**src/rtl/count_monitor.sv**
```systemverilog
// Passive self-check for a free-running up-counter: predicts each count sample
// from the previous one and reports mismatches, sticky errors and legal wraps.
module count_monitor #(
  parameter int NUM_BITS     = 8,
  parameter int ERR_CNT_BITS = 8
) (
  input  logic                    clk,
  input  logic                    reset,
  input  logic                    ctr_reset,
  input  logic                    enable,
  input  logic [NUM_BITS-1:0]     count,
  input  logic                    clear,
  output logic                    locked,
  output logic                    mismatch,
  output logic                    error,
  output logic [ERR_CNT_BITS-1:0] err_count,
  output logic                    wrap,
  output logic [NUM_BITS-1:0]     expected
);

  localparam logic S_SYNC  = 1'b0;
  localparam logic S_TRACK = 1'b1;

  localparam logic [NUM_BITS-1:0]     CNT_MAX = '1;
  localparam logic [ERR_CNT_BITS-1:0] ERR_MAX = '1;

  logic                state;
  logic                prev_at_max;
  logic [NUM_BITS-1:0] prediction;
  logic                differ;

  // NOTE: every always_comb output gets a default first, so no path can infer a latch.
  always_comb begin
    prediction = count;
    if (ctr_reset) begin
      prediction = '0;
    end else if (enable) begin
      prediction = count + 1'b1;
    end
    differ = (count != expected);
  end

  // NOTE: non-blocking assignments make every flop update from the same pre-edge values.
  always_ff @(posedge clk) begin
    if (!reset) begin
      state       <= S_SYNC;
      expected    <= '0;
      mismatch    <= 1'b0;
      error       <= 1'b0;
      err_count   <= '0;
      wrap        <= 1'b0;
      prev_at_max <= 1'b0;
    end else begin
      // A sample at all-ones that is enabled and not reset must legally wrap to 0.
      prev_at_max <= (count == CNT_MAX) && enable && !ctr_reset;
      expected    <= prediction;
      if (clear) begin
        state     <= S_SYNC;
        mismatch  <= 1'b0;
        error     <= 1'b0;
        err_count <= '0;
        wrap      <= 1'b0;
      end else if (state == S_SYNC) begin
        state    <= S_TRACK;
        mismatch <= 1'b0;
        wrap     <= 1'b0;
      end else begin
        // Reloading from the observed sample resyncs, so one fault gives one mismatch.
        mismatch <= differ;
        wrap     <= prev_at_max && (count == '0) && !differ;
        if (differ) begin
          error <= 1'b1;
          if (err_count != ERR_MAX) begin
            err_count <= err_count + 1'b1;
          end
        end
      end
    end
  end

  assign locked = (state == S_TRACK);

endmodule

```
**config.mk**
```make
export PLATFORM = sky130hd
export DESIGN_NAME = count_monitor
export DESIGN_NICKNAME = d
export VERILOG_FILES = /design/src/rtl/count_monitor.sv
export SDC_FILE = /design/constraint.sdc
export NUM_CORES = 1
export LEC_CHECK = 0
export CORE_ASPECT_RATIO = 0.9
export CORE_MARGIN = 10
export CORE_UTILIZATION = 48
export CTS_CLUSTER_DIAMETER = 60
export DETAILED_ROUTE_END_ITERATION = 6
export PLACE_DENSITY_LB_ADDON = 0.15
export REMOVE_ABC_BUFFERS = 1
export SLEW_MARGIN = 15
export SYNTH_ARGS = -nofsm -noshare
export SYNTH_HDL_FRONTEND = slang
export SYNTH_SLANG_ARGS = --single-unit
```
**constraint.sdc**
```tcl
create_clock -name clk -period 4.8 [get_ports clk]
set_clock_uncertainty 0.15 [all_clocks]
set_input_delay 0.96 -clock clk [delete_from_list [all_inputs] [get_ports clk]]
set_output_delay 0.96 -clock clk [all_outputs]
set_load 0.01 [all_outputs]
```
**Word level (Yosys, flattened, before mapping)**

Cells that the tools add are included.
W data, S select, Z words.

- Register bits after elaboration: 21
- Bits in latches: 0
- Bits in writable memories: 0
- ROM bits: 0
- Input port bits: 13
- Logic and storage cells: 28
- Memories kept: 0

- Add/sub/neg operators: 2
- $mul: 0
- Divide/modulo/power cells: 0
- Magnitude comparators: 0
- Equal/unequal tests: 3
- Shift-type cells: 0
- Muxes and demuxes: 2
- Bitwise gates (word level): 2
- Reduce and logical (&&, ||, !) cells: 12

Operator list:

| operator | count |
|---|---|
| $add A8 B1 Y8 const B | 2 |
| $eq A8 B8 Y1 const B | 1 |
| $logic_not A8 Y1 | 1 |
| $mux W8 | 1 |
| $ne A8 B8 Y1 | 1 |
| $ne A8 B8 Y1 const B | 1 |
| $logic_and A1 B1 Y1 | 4 |
| $reduce_or A2 Y1 | 2 |
| $reduce_and A3 Y1 | 1 |
| $reduce_or A3 Y1 | 1 |
| $logic_not A1 Y1 | 2 |
| $not A1 Y1 | 2 |
| $reduce_and A2 Y1 | 1 |
| $mux W1 | 1 |

**Longest topological paths before layout**

Gate-level depths: netlist of the first run.

- Depth after elaboration: 3
- Mapped depth: 7

**Worst setup path before layout of the first run**

No wires, ideal clock.

- Path type: input-to-reg
- Start point: input count[3]
- End point: register err_count[4]
- Library setup time: 135 ps
- Arrival: 1970 ps
- Required time: 4515 ps
- Setup slack: 2544 ps
- Cell stages on the path: 7
- Path buffers: 2
- Cells stage by stage: buf_2 xnor2_1 nand4_2 o21ai_2 buf_4 o311ai_0 o41ai_1

- Cells in the longest elaborated chain, start to end: 2

Ends and longest elaborated chain:

| element | line | source |
|---|---|---|
| from (decl) | 11 | `input logic [NUM_BITS-1:0] count,` |
| $ne A8 B8 Y1 | 40 | `differ = (count != expected);` |
| $reduce_and A3 Y1 (no line) | -- |  |
| to (signal assigned) | 74 | `err_count <= err_count + 1'b1;` |
| to (decl) | 16 | `output logic [ERR_CNT_BITS-1:0] err_count,` |

Every way passes these cells.
A chain may end at the register's enable or synchronous reset.

**Final worst setup path of the first run**

- Start point: input count[3]
- End point: register err_count[3]

Same word-level chain as after synthesis.

==> impl_results.md, run 1 <==
- CP Max Fanout: 12
- Remaining global-route overflow: 0
- DRT iter0 DRCs: 28
- Per-cell routed wire length: 15.2 µm
- Area of the core: 0.00197 mm²
- Via-per-instance ratio: between 5 and 6
- Fmax: 384 MHz
- DRT Pass-1 Iters: 4
- Worst setup SP type: input port
- Crit Reg-Reg Endpoint: err_count[7]$_SDFFE_PP0P_
- Maximum level of the CTS H-tree: 1
- Total setup buffers inserted after CTS: 0
- Number of distinct library cells after synthesis: 36
- Overall routed net length: 2590 µm
- Static leakage: 0.478 nW
- Clock period minus worst slack: approximately 2.6 ns
- Clock buffers created by TritonCTS: 3
- RSZ-0062 raised after global routing: false
- Largest net degree at the start of global routing: 13
- Total number of vias: 946
- Ant. Diodes: 0
- Min-Delay Path Class: flop to flop
- Number of enable-type register cells in the synthesized netlist: 0
- Dominant synthesized flop cell: sky130_fd_sc_hd__dfxtp_1
- Async set-or-reset flop fraction in the synthesized netlist: 0
- Post-Synthesis Mean Instance Area: ~9.0 µm²
- Tcrit/Tclk final: 0.542
- # IOs: 33
- Commonest cells after routing, fill and taps aside: 32 x sky130_fd_sc_hd__clkdlybuf4s50_1, 21 x sky130_fd_sc_hd__dfxtp_1, 13 x sky130_fd_sc_hd__nor2_1, 11 x sky130_fd_sc_hd__xnor2_1
- Relative max-transition margin: 0.708
- Detailed placer's ending HPWL: 2020 µm
- Horizontal extent of the die: 68.5 µm
- Count of final setup violators: 0
- GR met1 Demand/Resource: 0.153
- Starting utilization of the core area: 0.515
- Most frequent standard cell in the layout excluding fill and tap cells: sky130_fd_sc_hd__clkdlybuf4s50_1
- Met2 Resource Use GR: 0.168
- Kind of end point of the critical path: flop
- Data arrival at the endpoint of the critical path: 2.70 ns
- Total Routing Usage GR: 0.120
- Remaining number of nets flagged by the antenna check after routing: 0
- Filler cell count: 179
- Die outline height: 63.6 µm
- Number of gates resized after CTS: 0
- DRC errors left: 0
- Clock slew at reported path FFs: 0.11 ns
- Number of clock sinks: 21
- Setup TNS: 0 ns
- Cells after synthesis: 113
- Number of max-slew violations in the final report: 0
- Status: finished clean
- Post-synthesis instance area: a little over 0.001 mm²
- GR met3 Demand/Resource: 0.0512
- Hold Path Depth: 2
- Fraction of final layout cells sized beyond drive strength 1: 0.0483
- Nets@finish: 162
- Post-synthesis sequential area ratio: 0.414
- Setup slack, reg-to-reg: 2.87 ns
- Maxcap violations: 0
- PortBufs: 32
- Worst hold slack across all endpoints: 0.339 ns
- Worst skew pair latency: 0.31 ns
- Total instance count after detailed placement: 166
- Row count: 15
- Synth-to-layout area growth: 34.9%
- Areal power density over the cells: about 230 mW/mm²
- Antenna violations before repair: 0
- Launch point of the worst hold path: error$_SDFFE_PP0P_
- Cell at the root of the clock tree: sky130_fd_sc_hd__clkbuf_4
- First-pass GRT wire length: 4060 µm
- Fin cells: 170
- Count of yosys warnings during synthesis: 0
- Vias in the first global route: 836
- Category of the critical setup timing path: input port to flop
- Routability cong.: 0.800
- Crit path required time: 4.90 ns
- Worst-Margin Slew: between 0.4 and 0.5 ns
- Register bit total from synthesis: 21
- Clock tree from TritonCTS: yes
- Hold worst-path end: error$_SDFFE_PP0P_
- Depth of the most critical reg-to-reg path: 5
- GRT Max-Usage Layer: met2
- Max IR drop VDD: roughly 0.00019 V
- Hold-fix buffers, CTS: 0
- Die Outline Area: 0.00436 mm²
- Buffers from clock root to sink, at most: 2
- Startpoint of the worst-slack reg-to-reg timing path: err_count[0]$_SDFFE_PP0P_
- Total count of hold-check failures in the final report: 0
## report_power, final
group	switching, mW	internal (mW)	leakage, nW
Clock	0.0562	0.0325	0.0150
Combinational	0.0240	0.0268	0.292
Sequential	0.00339	0.179	0.171
## kinds of logic after synthesis
kind of cell / after synthesis / share of synthesized area
AO/OA/AOI/OAI: 19 / 0.128
XOR/XNOR: 15 / 0.129
adder cells (fa/ha/maj): 3 / 0.0370
buffers and inverters: 7 / 0.0345
flip-flops: 21 / 0.414
multiplexers: 1 / 0.00986
AND/OR/NAND/NOR: 47 / 0.247
## layer usage
| metal | part of all wire | vias to the layer above |
|---|---|---|
| li1 | - | 472 |
| met1 | 0.45 | 439 |
| met2 | 0.43 | 30 |
| met3 | 0.099 | 5 |
| met4 | 0.017 | 0 |
| met5 | 0 | - |
## through the flow
step	util	worst slack, ns	power, mW	cell area [µm²]
floorplan	-	2.61	0.208	991
global placement	0.681	1.96	0.236	1340
detailed placement	0.681	1.90	0.237	1340
CTS	0.695	2.23	0.323	1370
global route	0.695	2.12	0.337	1370
finish	0.695	2.20	0.322	1370
## synthesized netlist by cell type (2+ instances only)
| master | count | share of area |
|---|---|---|
| sky130_fd_sc_hd__dfxtp_1 | 21 | 0.41 |
| sky130_fd_sc_hd__nor2_1 | 13 | 0.048 |
| sky130_fd_sc_hd__xnor2_1 | 11 | 0.095 |
| sky130_fd_sc_hd__nand2_1 | 7 | 0.026 |
| sky130_fd_sc_hd__nand3_1 | 7 | 0.035 |
| sky130_fd_sc_hd__a21oi_1 | 5 | 0.025 |
| sky130_fd_sc_hd__xor2_1 | 4 | 0.035 |
| sky130_fd_sc_hd__and3_1 | 3 | 0.018 |
| sky130_fd_sc_hd__ha_1 | 3 | 0.037 |
| sky130_fd_sc_hd__inv_1 | 3 | 0.011 |
| sky130_fd_sc_hd__o21ai_0 | 3 | 0.015 |
| sky130_fd_sc_hd__buf_4 | 2 | 0.015 |
| sky130_fd_sc_hd__nand2b_1 | 2 | 0.012 |
| sky130_fd_sc_hd__nand4_1 | 2 | 0.012 |
| sky130_fd_sc_hd__nor3_1 | 2 | 0.0099 |
| sky130_fd_sc_hd__nor4_1 | 2 | 0.012 |
| sky130_fd_sc_hd__o31ai_1 | 2 | 0.015 |
| sky130_fd_sc_hd__or3_1 | 2 | 0.012 |
| sky130_fd_sc_hd__or4_1 | 2 | 0.015 |
## final cells by class
type / instances / area [µm²] / area share
multi-input combinational: 85 / 559 / 0.409
timing repair buffer: 32 / 320 / 0.234
sequential: 21 / 420 / 0.307
tap: 25 / 31.3 / 0.0229
clock buffer: 4 / 26.3 / 0.0192
inverter: 3 / 11.3 / 0.00823
## sequential cells by signal, indices dropped and copies added (netlist names)
signal       count
wrap             1
mismatch         1
prev_at_max      1
err_count        8
error            1
expected         8
locked           1
## worst max-delay path, stage by stage
cell,delay [ns]
sky130_fd_sc_hd__clkdlybuf4s50_1,0.62
sky130_fd_sc_hd__xnor2_1,0.13
sky130_fd_sc_hd__nand4_2,0.15
sky130_fd_sc_hd__o21ai_2,0.15
sky130_fd_sc_hd__or4_1,0.53
sky130_fd_sc_hd__a21oi_1,0.15
## worst max-delay path by stage
stage                  start                        end  slack [ns]  cells past startpoint
floorplan           count[5]  err_count[3]$_SDFFE_PP0P_        2.61                      5
finish              count[3]  err_count[3]$_SDFFE_PP0P_        2.20                      6
global placement    count[3]  err_count[7]$_SDFFE_PP0P_        1.96                      6
detailed placement  count[3]  err_count[7]$_SDFFE_PP0P_        1.90                      6
global route        count[1]  err_count[0]$_SDFFE_PP0P_        2.12                      6
CTS                 count[3]  err_count[7]$_SDFFE_PP0P_        2.23                      6
(Power assumes the default switching activity.)
==> run 2, diff against run 1 <==
CORE_UTILIZATION = 44   (was 48)
clock period = 2.7 ns   (was 4.8 ns; I/O delays follow)
==> impl_results.md, run 2 (same netlist as run 1, synthesis figures left out) <==
- Via-per-instance ratio: 5.26 (was 5.56)
- Tcrit/Tclk final: 0.795
- Total number of vias: 910 (was 946)
- Total Routing Usage GR: 0.106 (was 0.120)
- Max IR drop VDD: 0.000276 V (was 0.000189 V)
- Area of the core: 0.00218 mm² (was 0.00197 mm²)
- Synth-to-layout area growth: 36.0% (was 34.9%)
- Ant. Diodes: 0 (unchanged)
- Crit path largest cell delay: 0.61 ns (was 0.62 ns)
- Fraction of final layout cells sized beyond drive strength 1: 0.0616 (was 0.0483)
- Pre-CTS worst setup slack: 0.222 ns (was 1.90 ns)
- Crit path required time: 2.80 ns (was 4.90 ns)
- Maximum level of the CTS H-tree: 1 (unchanged)
- Hold-fix buffers, CTS: 0 (unchanged)
- Detailed placer's ending HPWL: 2030 µm (was 2020 µm)
- Buffers from clock root to sink, at most: 2 (unchanged)
- Most frequent standard cell in the layout excluding fill and tap cells: sky130_fd_sc_hd__clkdlybuf4s50_1 (unchanged)
- Category of the critical setup timing path: input port to flop (unchanged)
- Final setup margin: 0.552 ns (was 2.20 ns)
- Number of clock sinks: 21 (unchanged)
- Worst-Margin Slew: 0.432 ns (was 0.438 ns)
- Layout Cell Area excl Fill: 0.00138 mm² (was 0.00137 mm²)
- # IOs: 33 (unchanged)
- Clock tree from TritonCTS: yes (unchanged)
- Family of cells with the greatest summed delay on the critical path: simple AND/OR/NAND/NOR gates (unchanged)
- Nets@finish: 163 (was 162)
- Areal power density over the cells: 414 mW/mm² (was 235 mW/mm²)
- Die outline height: 65.6 µm (was 63.6 µm)
- First-pass GRT wire length: 4080 µm (was 4060 µm)
- DRT iter0 DRCs: 40 (was 28)
- Routability cong.: 0.838 (was 0.800)
- CP cell instances: clkdlybuf4s50_1 -> xnor2_1 -> nand4_2 -> o21ai_2 -> or4_1 -> a21oi_1 (unchanged)
- Clock slew at reported path FFs: 0.12 ns (was 0.11 ns)
- Worst skew pair latency: 0.31 ns (about the same)
- Vias in the first global route: 851 (was 836)
- Depth of the most critical reg-to-reg path: 5 (unchanged)
- Antenna violations before repair: 0 (unchanged)
- Setup TNS: 0 ns (unchanged)
- Fmax: 466 MHz
- Cell at the root of the clock tree: sky130_fd_sc_hd__clkbuf_4 (unchanged)
- Total setup buffers inserted after CTS: 0 (unchanged)
- PortBufs: 32 (unchanged)
- Area after detailed placement: 0.00135 mm² (was 0.00134 mm²)
- Largest net degree at the start of global routing: 13 (unchanged)
- Final core utilization: 0.632 (was 0.695)
- Overall routed net length: 2560 µm (was 2590 µm)
- Row count: 16 (was 15)
- Slowest stage cell on the critical path: sky130_fd_sc_hd__clkdlybuf4s50_1 (unchanged)
- Per-cell routed wire length: 14.8 µm (was 15.2 µm)
- Horizontal extent of the die: 70.6 µm (was 68.5 µm)
- Min-Delay Path Class: flop to flop (unchanged)
- Registers with the most flip-flops: err_count: 8 flops, expected: 8 flops (unchanged)
- Met2 Resource Use GR: 0.163 (was 0.168)
- Relative max-transition margin: 0.712 (was 0.708)
- Count of final setup violators: 0 (unchanged)
- RSZ-0062 raised after global routing: false (unchanged)
- Commonest cells after routing, fill and taps aside: 32 x sky130_fd_sc_hd__clkdlybuf4s50_1, 21 x sky130_fd_sc_hd__dfxtp_1, 13 x sky130_fd_sc_hd__nor2_1, 11 x sky130_fd_sc_hd__xnor2_1 (unchanged)
- Sum of buffers and inverters on the critical path: 1 (unchanged)
- Starting utilization of the core area: 0.465 (was 0.515)
- Clock period minus worst slack: 2.15 ns
- Kind of end point of the critical path: flop (unchanged)
- Remaining number of nets flagged by the antenna check after routing: 0 (unchanged)
- Path length in cells of the critical path: 6 (unchanged)
- Multi-input gate area: 559 µm² (unchanged)
- Total area of sequential cells: 420 µm² (unchanged)
- Number of gates resized after CTS: 0 (unchanged)
- GR met3 Demand/Resource: 0.0465 (was 0.0512)
- Clock buffers created by TritonCTS: 3 (unchanged)
- CP Max Fanout: 12 (unchanged)
- Worst setup SP type: input port (unchanged)
- Maxcap violations: 0 (unchanged)
- Static leakage: 0.486 nW (was 0.478 nW)
- GRT Max-Usage Layer: met2 (unchanged)
- Data arrival at the endpoint of the critical path: 2.24 ns (was 2.70 ns)
- Status: finished clean (unchanged)
- Filler cell count: 188 (was 179)
- Remaining global-route overflow: 0 (unchanged)
- DRT Pass-1 Iters: 4 (unchanged)
- Die Outline Area: 0.00463 mm² (was 0.00436 mm²)
- GR met1 Demand/Resource: 0.128 (was 0.153)
- Number of max-slew violations in the final report: 0 (unchanged)
- Total count of hold-check failures in the final report: 0 (unchanged)
- DRC errors left: 0 (unchanged)
- Hold Path Depth: 2 (unchanged)
run 2: cell type report:
| type | instances | share of cell area |
|---|---|---|
| Clock buffer | 3 | 0.0163 |
| Clock inverter | 1 | 0.00363 |
| Inverter | 3 | 0.00816 |
| Multi-Input combinational cell | 85 | 0.405 |
| Sequential cell | 21 | 0.305 |
| Tap cell | 27 | 0.0245 |
| Timing Repair Buffer | 33 | 0.238 |
run 2: stage by stage:
step | hold slack, ns | cells | total power, mW
global placement | 0.310 | 169 | 0.420
detailed placement | 0.331 | 169 | 0.423
CTS | 0.372 | 173 | 0.574
floorplan | 0.355 | 109 | 0.370
global route | 0.400 | 173 | 0.603
finish | 0.363 | 173 | 0.572
run 2: final timing paths:
check | startpoint | to | slack [ns]
max | count[3] | err_count[7]$_SDFFE_PP0P_ | 0.55
min | error$_SDFFE_PP0P_ | error$_SDFFE_PP0P_ | 0.36
max reg2reg | err_count[0]$_SDFFE_PP0P_ | err_count[7]$_SDFFE_PP0P_ | 0.78
min reg2reg | error$_SDFFE_PP0P_ | error$_SDFFE_PP0P_ | 0.36
run 2: metal layers:
layer,wire length [µm],up-vias
met3,198,5
met5,0,-
met4,38,0
met1,1190,407
met2,1140,22
li1,-,476
run 2: report_power, final:
part / internal (mW) / total (mW) / switching (mW)
registers: 0.318 / 0.324 / 0.00586
logic: 0.0486 / 0.0921 / 0.0435
clock network: 0.0554 / 0.156 / 0.101
run 2: tightest hold or removal path, delay by kind of cell (launching register included):
family           cells  cell delay [ns]
AND/OR/NAND/NOR      2             0.13
flip-flops           1             0.35
==> run 3, diff against run 2 <==
clock period = 2.1 ns   (was 2.7 ns; I/O delays follow)
==> impl_results.md, run 3 (same netlist as run 1, synthesis figures left out) <==
- Starting utilization of the core area: 0.465 (unchanged)
- Nets@finish: 174 (was 163)
- Via-per-instance ratio: 5.29 (was 5.26)
- Horizontal extent of the die: 70.6 µm (unchanged)
- Sw frac: 0.259 (was 0.263)
- Fmax: slightly above 500 MHz
- Max IR drop VDD: 0.000370 V (was 0.000276 V)
- Clock tree from TritonCTS: yes (unchanged)
- Fraction of power consumed by sequential logic: 0.556 (was 0.566)
- Clock buffers created by TritonCTS: 3 (unchanged)
- Area after detailed placement: 0.00144 mm² (was 0.00135 mm²)
- Areal power density over the cells: 512 mW/mm² (was 414 mW/mm²)
- Crit path required time: 2.21 ns (was 2.80 ns)
- RSZ-0062 raised after global routing: false (unchanged)
- Remaining number of nets flagged by the antenna check after routing: 0 (unchanged)
- Filler cell count: 194 (was 188)
- Status: finished clean (unchanged)
- Ant. Diodes: 0 (unchanged)
- Total setup buffers inserted after CTS: 0 (unchanged)
- Category of the critical setup timing path: flop to flop (was input port to flop)
- Maximum level of the CTS H-tree: 1 (unchanged)
- Total number of vias: 974 (was 910)
- Antenna violations before repair: 0 (unchanged)
- Kind of end point of the critical path: flop (unchanged)
- Static leakage: 0.538 nW (was 0.486 nW)
- Final core utilization: 0.670 (was 0.632)
- DRT iter0 DRCs: 41 (was 40)
- Buffers from clock root to sink, at most: 2 (unchanged)
- Slowest stage cell on the critical path: sky130_fd_sc_hd__or4_1 (was sky130_fd_sc_hd__clkdlybuf4s50_1)
- Min-Delay Path Class: flop to flop (unchanged)
- First-pass GRT wire length: 4350 µm (was 4080 µm)
- Multi-input gate area: 559 µm² (unchanged)
- Worst skew pair latency: 0.31 ns (about the same)
- PortBufs: 32 (unchanged)
- Total count of hold-check failures in the final report: 0 (unchanged)
- Data arrival at the endpoint of the critical path: 2.05 ns (was 2.24 ns)
- Fraction of final layout cells sized beyond drive strength 1: 0.127 (was 0.0616)
- Synth-to-layout area growth: 44.1% (was 36.0%)
- Number of clock sinks: 21 (unchanged)
- Net Sw Power: 194 µW (was 150 µW)
- Hold-fix buffers, CTS: 0 (unchanged)
- CP cell instances: ha_1 -> and3_1 -> a211o_1 -> or4_1 -> a21oi_1 (was clkdlybuf4s50_1 -> xnor2_1 -> nand4_2 -> o21ai_2 -> or4_1 -> a21oi_1)
- Most frequent standard cell in the layout excluding fill and tap cells: sky130_fd_sc_hd__clkdlybuf4s50_1 (unchanged)
- Largest net degree at the start of global routing: 13 (unchanged)
- Registers with the most flip-flops: err_count: 8 flops, expected: 8 flops (unchanged)
- Vias in the first global route: 925 (was 851)
- Detailed placer's ending HPWL: 2170 µm (was 2030 µm)
- Clock slew at reported path FFs: 0.13 ns (was 0.12 ns)
- CP Max Fanout: 5 (was 12)
- Commonest cells after routing, fill and taps aside: 32 x sky130_fd_sc_hd__clkdlybuf4s50_1, 21 x sky130_fd_sc_hd__dfxtp_1, 13 x sky130_fd_sc_hd__nor2_1, 12 x sky130_fd_sc_hd__buf_4, 11 x sky130_fd_sc_hd__xnor2_1 (was 32 x sky130_fd_sc_hd__clkdlybuf4s50_1, 21 x sky130_fd_sc_hd__dfxtp_1, 13 x sky130_fd_sc_hd__nor2_1, 11 x sky130_fd_sc_hd__xnor2_1)
- Worst setup SP type: flop (was input port)
- Part of the total power dissipated in the clock network: 0.268 (was 0.273)
- Relative max-transition margin: 0.743 (was 0.712)
- Die outline height: 65.6 µm (unchanged)
- Internal: 555 µW (was 422 µW)
- DRC errors left: 0 (unchanged)
- Routability cong.: 0.872 (was 0.838)
- Combinational power share: 0.176 (was 0.161)
- Overall routed net length: 2700 µm (was 2560 µm)
- Worst-Margin Slew: 0.386 ns (was 0.432 ns)
- Maxcap violations: 0 (unchanged)
- Die Outline Area: 0.00463 mm² (unchanged)
- Tcrit/Tclk final: 0.927
- Per-cell routed wire length: 14.7 µm (was 14.8 µm)
- Fin cells: 184 (was 173)
- Row count: 16 (unchanged)
- Count of final setup violators: 0 (unchanged)
- Number of gates resized after CTS: 0 (unchanged)
- # IOs: 33 (unchanged)
- DRT Pass-1 Iters: 4 (unchanged)
- Total instance count after detailed placement: 180 (was 169)
- Setup slack, reg-to-reg: 0.15 ns (was 0.78 ns)
- Clock period minus worst slack: 1.95 ns
- Layout Cell Area excl Fill: 0.00146 mm² (was 0.00138 mm²)
- Remaining global-route overflow: 0 (unchanged)
- Crit path largest cell delay: 0.41 ns (was 0.61 ns)
- Total area of sequential cells: 420 µm² (unchanged)
- Cell at the root of the clock tree: sky130_fd_sc_hd__clkbuf_4 (unchanged)
- Total Routing Usage GR: 0.113 (was 0.106)
- Number of max-slew violations in the final report: 0 (unchanged)
- Area of the core: 0.00218 mm² (unchanged)
[run 3: cell types whose count changed in the layout (fill, tap and decap cells not counted), sizes merged]
cell,previous run,this run
buf,1,12
[run 3: layer usage]
metal	vias up	wire, µm	global-route usage
met2	32	1240	0.174
li1	495	-	-
met3	4	256	0.0465
met5	-	0	0
met4	0	20	0.0435
met1	443	1180	0.137
[run 3: power groups by stage]
stage          Clock [mW]  Sequential, mW  Combinational, mW
2_1_floorplan           0           0.429             0.0468
3_3_place_gp            0           0.425              0.131
3_5_place_dp            0           0.426              0.133
4_1_cts             0.204           0.417              0.133
5_1_grt             0.220           0.418              0.143
6_report            0.201           0.417              0.132
[run 3: per-stage QoR]
stage	total power [mW]	setup TNS, ns	hold slack, ns	setup WS (ns)
global route	0.781	0	0.378	0.0394
finish	0.749	0	0.351	0.152
CTS	0.755	0	0.355	0.158
detailed placement	0.558	-0.626	0.327	-0.135
global placement	0.556	-0.220	0.311	-0.0617
floorplan	0.476	0	0.355	0.291
[run 3: final timing paths]
| kind | from | endpoint | cells past startpoint |
|---|---|---|---|
| min | error$_SDFFE_PP0P_ | error$_SDFFE_PP0P_ | 2 |
| max reg2reg | err_count[0]$_SDFFE_PP0P_ | err_count[7]$_SDFFE_PP0P_ | 5 |
| max | err_count[0]$_SDFFE_PP0P_ | err_count[7]$_SDFFE_PP0P_ | 5 |
| min reg2reg | error$_SDFFE_PP0P_ | error$_SDFFE_PP0P_ | 2 |
[run 3: final cells by class]
class	count	area share
clock buffers	3	0.0154
flip-flops and latches	21	0.287
inverters	3	0.00770
well taps	27	0.0231
clock inverters	1	0.00342
repair buffers	44	0.281
multi-input cells	85	0.382
[run 3: worst max-delay path: cells and delay by family (launching register included)]
| family | cells | cell delay (ns) |
|---|---|---|
| compound gates | 2 | 0.47 |
| fa+ha+maj | 1 | 0.25 |
| simple gates | 2 | 0.65 |
| flops | 1 | 0.37 |
